File: src/rtl/bram_burst_reader_if.sv
// Request, BRAM-read and beat-stream signals of the instruction-cache line-fill engine.
// The slave modport is the burst reader; the master modport is its environment.
interface bram_burst_reader_if #(
   parameter int BRAM_AW = 13
);
   logic               req_valid;
   logic [31:0]        req_addr;
   logic               req_ready;
   logic               busy;
   logic               bram_en;
   logic [BRAM_AW-1:0] bram_addr;
   logic [31:0]        bram_rdata;
   logic [31:0]        out_data;
   logic               out_valid;
   logic               fill_done;

   modport slave (
      input  req_valid, req_addr, bram_rdata,
      output req_ready, busy, bram_en, bram_addr, out_data, out_valid, fill_done
   );

   modport master (
      output req_valid, req_addr, bram_rdata,
      input  req_ready, busy, bram_en, bram_addr, out_data, out_valid, fill_done
   );
endinterface

File: src/rtl/bram_burst_reader.sv
// Line-fill engine: issues one cache line of BRAM reads and streams the words back as beats.
// Optional macro CRITICAL_WORD_FIRST_EN starts the burst at the missed word, wrapping in the line.
module bram_burst_reader #(
   parameter int LINE_WORDS = 8,
   parameter int RD_LAT     = 10,
   parameter int BRAM_AW    = 13
) (
   input logic                 clk,
   input logic                 rst_n,
   bram_burst_reader_if.slave  bus
);
   localparam int OW   = $clog2(LINE_WORDS);
   localparam int CW   = OW + 1;
   localparam int LNW  = BRAM_AW - OW;

   localparam logic [1:0] S_IDLE  = 2'd0;
   localparam logic [1:0] S_ISSUE = 2'd1;
   localparam logic [1:0] S_DRAIN = 2'd2;

   localparam logic [CW-1:0] LAST_CNT = CW'(LINE_WORDS - 1);

   logic [1:0]        state_q, state_d;
   logic [LNW-1:0]    line_q, line_d;
   logic [OW-1:0]     start_q, start_d;
   logic [CW-1:0]     issue_cnt_q, issue_cnt_d;
   logic [CW-1:0]     ret_cnt_q, ret_cnt_d;
   logic [RD_LAT-1:0] sr_q, sr_d;
   logic [31:0]       out_data_q, out_data_d;
   logic              out_valid_q, out_valid_d;

   logic              issue;
   logic              last_beat;
   logic [OW-1:0]     off;
   logic              unused_addr;

   assign issue     = (state_q == S_ISSUE);
   assign off       = start_q + issue_cnt_q[OW-1:0];
   assign last_beat = out_valid_q && (ret_cnt_q == LAST_CNT);

   // Only the line and word-offset slices of the request address matter.
   assign unused_addr = ^bus.req_addr;

   always_comb begin
      state_d     = state_q;
      line_d      = line_q;
      start_d     = start_q;
      issue_cnt_d = issue_cnt_q;
      ret_cnt_d   = ret_cnt_q;

      // The tail of the issue-strobe pipe marks the cycle the BRAM word is valid.
      sr_d        = sr_q << 1;
      sr_d[0]     = issue;
      out_valid_d = sr_q[RD_LAT-1];
      out_data_d  = sr_q[RD_LAT-1] ? bus.bram_rdata : out_data_q;

      if (out_valid_q) begin
         ret_cnt_d = ret_cnt_q + CW'(1);
      end

      case (state_q)
         S_IDLE: begin
            if (bus.req_valid) begin
               line_d      = bus.req_addr[BRAM_AW+1:OW+2];
`ifdef CRITICAL_WORD_FIRST_EN
               start_d     = bus.req_addr[OW+1:2];
`else
               start_d     = '0;
`endif
               issue_cnt_d = '0;
               ret_cnt_d   = '0;
               state_d     = S_ISSUE;
            end
         end
         S_ISSUE: begin
            issue_cnt_d = issue_cnt_q + CW'(1);
            if (issue_cnt_q == LAST_CNT) begin
               state_d = S_DRAIN;
            end
         end
         S_DRAIN: begin
            // Leave on the final beat so IDLE follows it directly.
            if (last_beat) begin
               state_d = S_IDLE;
            end
         end
         default: state_d = S_IDLE;
      endcase
   end

   always_ff @(posedge clk or negedge rst_n) begin
      if (!rst_n) begin
         state_q     <= S_IDLE;
         line_q      <= '0;
         start_q     <= '0;
         issue_cnt_q <= '0;
         ret_cnt_q   <= '0;
         sr_q        <= '0;
         out_data_q  <= '0;
         out_valid_q <= 1'b0;
      end else begin
         state_q     <= state_d;
         line_q      <= line_d;
         start_q     <= start_d;
         issue_cnt_q <= issue_cnt_d;
         ret_cnt_q   <= ret_cnt_d;
         sr_q        <= sr_d;
         out_data_q  <= out_data_d;
         out_valid_q <= out_valid_d;
      end
   end

   assign bus.req_ready = rst_n && (state_q == S_IDLE);
   assign bus.busy      = (state_q != S_IDLE);
   assign bus.bram_en   = issue;
   assign bus.bram_addr = issue ? {line_q, off} : '0;
   assign bus.out_data  = out_data_q;
   assign bus.out_valid = out_valid_q;
   assign bus.fill_done = last_beat;
endmodule

File: src/flat_wrapper.sv
// flat-port wrapper written by rule: the top's interface ports become plain ports
module bram_burst_reader_flat 
#(
   parameter int LINE_WORDS = 8,
   parameter int RD_LAT     = 10,
   parameter int BRAM_AW    = 13
)
  (clk, rst_n, bus_req_valid, bus_req_addr, bus_bram_rdata, bus_req_ready, bus_busy, bus_bram_en, bus_bram_addr, bus_out_data, bus_out_valid, bus_fill_done);
  bram_burst_reader_if #(.BRAM_AW(BRAM_AW)) bus_i ();
  input logic clk;
  input logic rst_n;
  input wire logic [$bits(bus_i.req_valid)-1:0] bus_req_valid;
  input wire logic [$bits(bus_i.req_addr)-1:0] bus_req_addr;
  input wire logic [$bits(bus_i.bram_rdata)-1:0] bus_bram_rdata;
  output wire logic [$bits(bus_i.req_ready)-1:0] bus_req_ready;
  output wire logic [$bits(bus_i.busy)-1:0] bus_busy;
  output wire logic [$bits(bus_i.bram_en)-1:0] bus_bram_en;
  output wire logic [$bits(bus_i.bram_addr)-1:0] bus_bram_addr;
  output wire logic [$bits(bus_i.out_data)-1:0] bus_out_data;
  output wire logic [$bits(bus_i.out_valid)-1:0] bus_out_valid;
  output wire logic [$bits(bus_i.fill_done)-1:0] bus_fill_done;
  assign bus_i.req_valid = bus_req_valid;
  assign bus_i.req_addr = bus_req_addr;
  assign bus_i.bram_rdata = bus_bram_rdata;
  assign bus_req_ready = bus_i.req_ready;
  assign bus_busy = bus_i.busy;
  assign bus_bram_en = bus_i.bram_en;
  assign bus_bram_addr = bus_i.bram_addr;
  assign bus_out_data = bus_i.out_data;
  assign bus_out_valid = bus_i.out_valid;
  assign bus_fill_done = bus_i.fill_done;
  bram_burst_reader #(.LINE_WORDS(LINE_WORDS), .RD_LAT(RD_LAT), .BRAM_AW(BRAM_AW)) u_core (.clk(clk), .rst_n(rst_n), .bus(bus_i));
endmodule
File: config.mk
export PLATFORM = sky130hd
export DESIGN_NAME = bram_burst_reader_flat
export DESIGN_NICKNAME = d
export VERILOG_FILES = /design/src/rtl/bram_burst_reader_if.sv /design/src/rtl/bram_burst_reader.sv /design/src/flat_wrapper.sv
export SDC_FILE = /design/constraint.sdc
export NUM_CORES = 1
export LEC_CHECK = 0
export ABC_AREA = 1
export BUFFER_PORTS_ARGS = -buffer_cell sky130_fd_sc_hd__buf_2
export CAP_MARGIN = 10
export CORE_MARGIN = 4
export CORE_UTILIZATION = 49
export DETAILED_ROUTE_END_ITERATION = 10
export GPL_ROUTABILITY_DRIVEN = 0
export PLACE_DENSITY = 0.84
export SLEW_MARGIN = 20
export SYNTH_ARGS = -nofsm -noshare
export SYNTH_HDL_FRONTEND = slang
export SYNTH_SLANG_ARGS = --single-unit
File: constraint.sdc
create_clock -name clk -period 2.4 [get_ports clk]
set_input_delay 0.12 -clock clk [delete_from_list [all_inputs] [get_ports clk]]
set_output_delay 0.12 -clock clk [all_outputs]
set_load 0.02 [all_outputs]
==> impl_metrics.json <==
{
  "ctsHoldBuffers": 0,
  "syn-cell-area_sq_um": 2490,
  "post-cts-setup-buffers": 0,
  "worst_ep_required_time_ns": 2.28,
  "syn_inst": 205,
  "violations": "hold timing",
  "clkLatencyLatePin_ns": 0.33,
  "swShare_pct": 38.5,
  "wl_per_cell_um": 12.1,
  "synth_fp_nets": 274,
  "yosys-top-cells-count": "dfrtp_1 (63), nor2_1 (35), mux2_2 (27)",
  "grt-ovfl-total": 0,
  "nNetsFinal": 374,
  "antenna_found_initial": 0,
  "routed_via_density": 4.60,
  "hold_viol_final": 33,
  "pwr-share-seq_pct": 37.3,
  "period_minus_slack_ns": 1.55,
  "multiInputGateArea_sq_um": 756,
  "fin_skew_ns": 0.00803,
  "place_ws_ns": 1.18,
  "syn_area_per_cell_sq_um": 12.2,
  "cts_tree": "done",
  "async_flop_share_pct": 100,
  "fill_cells": 393,
  "clock_power_share_pct": 20.7,
  "core_area_sq_um": 4820,
  "wl_um": 4540,
  "drt_first_pass_iters": 4,
  "ff_latch_area_sq_um": 1580,
  "die_y_um": 79.4,
  "arrival_ns": 1.43,
  "slew_headroom_pct": 50.5,
  "worstSetupStartpointType": "register",
  "combPwrFrac_pct": 42.1,
  "ys_warn_count": 0,
  "rsz0062_at_grt": "no",
  "whs_ns": -0.0307,
  "synth_top_flop_cell": "dfrtp_1",
  "layout_setup_ws_ns": 0.850,
  "switchingPower_mw": 1.81,
  "synth-edff-count": 0,
  "dp.cells": 361,
  "end_kind": "primary output",
  "cts_resized": 0,
  "pwr_density_cell_nw_per_um2": 1470,
  "synth.top_cell.area_share_pct": 63.2,
  "place_hpwl_um": 3310,
  "yosysTopAreaCell": "dfrtp_1",
  "synth.yosys.seq_area_share_pct": 63.2,
  "finalCritPeriodShare_pct": 64.6,
  "io_buffers": 94,
  "drv_cap": 0,
  "ctsLongestPathBuffers": 2,
  "antenna_cells": 0,
  "internal_power_mw": 2.89,
  "final_core_util_pct": 66.5,
  "p_leak_nw": 1.68,
  "status": "finished with violations",
  "grtUsageTotal_pct": 15.6,
  "vias": 1731,
  "path_class": "register to primary output",
  "drc": 0,
  "start_util_pct": 51.8,
  "p_total_mw": 4.70,
  "first_iter_violations": 73,
  "cts_buffers": 9,
  "pin_count": 117,
  "synth_cell_type_count": 18,
  "die_x_um": 79.4,
  "slew_violations": 0,
  "final_antenna_net_count": 0,
  "peakVddDrop_uv": 914,
  "fin_area_sq_um": 3200,
  "rows": 25,
  "cts.sinks": 63,
  "crit_fanout": 18,
  "htree_levels": 3,
  "cts-root-buf": "clkbuf_8",
  "drive_above_1_share_pct": 48.9,
  "tns_ns": 0,
  "grt_pass1_vias": 1692,
  "ys_seq_elements": 63,
  "syn2layout_area_growth_pct": 28.4,
  "tightest_slew_ns": 0.743,
  "synth_most_common_cell": "dfrtp_1",
  "setup_viol": 0,
  "grt_start_max_net_pins": 64,
  "hp-class": "primary input to async pin",
  "path_clk_slew_ns": 0.06,
  "grt_pass1_wl_um": 7510,
  "postPlaceCellArea_sq_um": 2990,
  "netlist_top_cells_area": "dfrtp_1 (63%), mux2_2 (12%), nor2_1 (5.3%), inv_1 (3.6%), a21oi_2 (2.8%)",
  "fmax_ghz": 0.645,
  "fin_cells": 376,
  "dieArea_sq_um": 6300
}
-- worst max-delay path, stage by stage, from the launching register on --
cell,delay (ns)
dfrtp_1,0.39
inv_1,0.08
nand2_2,0.20
inv_1,0.23
buf_2,0.20
-- registers in the layout, indices dropped and copies added (netlist names) --
name,cells
u_core.issue_cnt_q,4
u_core.sr_q,10
u_core.bus.out_valid,1
u_core.line_q,10
u_core.state_q,2
u_core.bus.out_data,32
u_core.ret_cnt_q,4
-- logic make-up (layout without fill, tap and decap cells) --
family          count (synthesis)  after routing  synth area share, %
flops                          63             63                 63.2
simple gates                   60             60                 9.78
mux                            32             32                 14.9
buf+inv                        31            135                 6.52
compound gates                 17             17                 4.61
fa+ha+maj                       2              2                 1.00
-- worst paths after layout --
| path | start | endpoint | slack [ns] | cells past startpoint |
|---|---|---|---|---|
| setup / recovery | u_core.state_q[1] | bus_bram_en | 0.85 | 4 |
| hold / removal | rst_n | u_core.line_q[6] | -0.03 | 2 |
| setup reg to reg | u_core.sr_q[9] | u_core.bus.out_data[3] | 1.17 | 2 |
| hold reg to reg | u_core.sr_q[6] | u_core.sr_q[7] | 0.35 | 0 |
| max in group asynchronous | rst_n | u_core.line_q[4] | 1.93 | 2 |
| min in group clk | bus_bram_rdata[23] | u_core.bus.out_data[23] | 0.02 | 2 |
-- placed cells by master (no fill, tap or decap), types with 7 or more instances in the layout --
cell and count:
o21ai_0 7, mux2_2 27, a21oi_2 8, nand2_1 18, buf_2 94, nor2_1 35, dfrtp_1 63, clkbuf_8 10
inv_1 24
-- power by group through the flow --
stage          combinational [mW]  sequential [mW]  clock [mW]
2_1_floorplan                1.17             2.04           0
3_3_place_gp                 1.95             1.75           0
3_5_place_dp                 2.00             1.77           0
4_1_cts                      2.01             1.76       0.997
5_1_grt                      2.17             1.82        1.04
6_report                     1.98             1.75       0.973
-- layer usage --
layer  up-vias  track usage [%]  routed length (um)
met1       805             18.9                1980
met2        70             25.5                2110
li1        847                -                   -
met5         -                0                   0
met3         9             4.42                 380
met4         0             7.73                  77
-- final cells by class --
class / instances / share of cell area, %
Sequential cell: 63 / 49.2
Multi-Input combinational cell: 111 / 23.6
Timing Repair Buffer: 96 / 15.2
Clock buffer: 11 / 4.41
Inverter: 24 / 2.81
Tap cell: 67 / 2.62
Clock inverter: 4 / 2.19
Note: power is estimated with default switching activity, not from simulation.
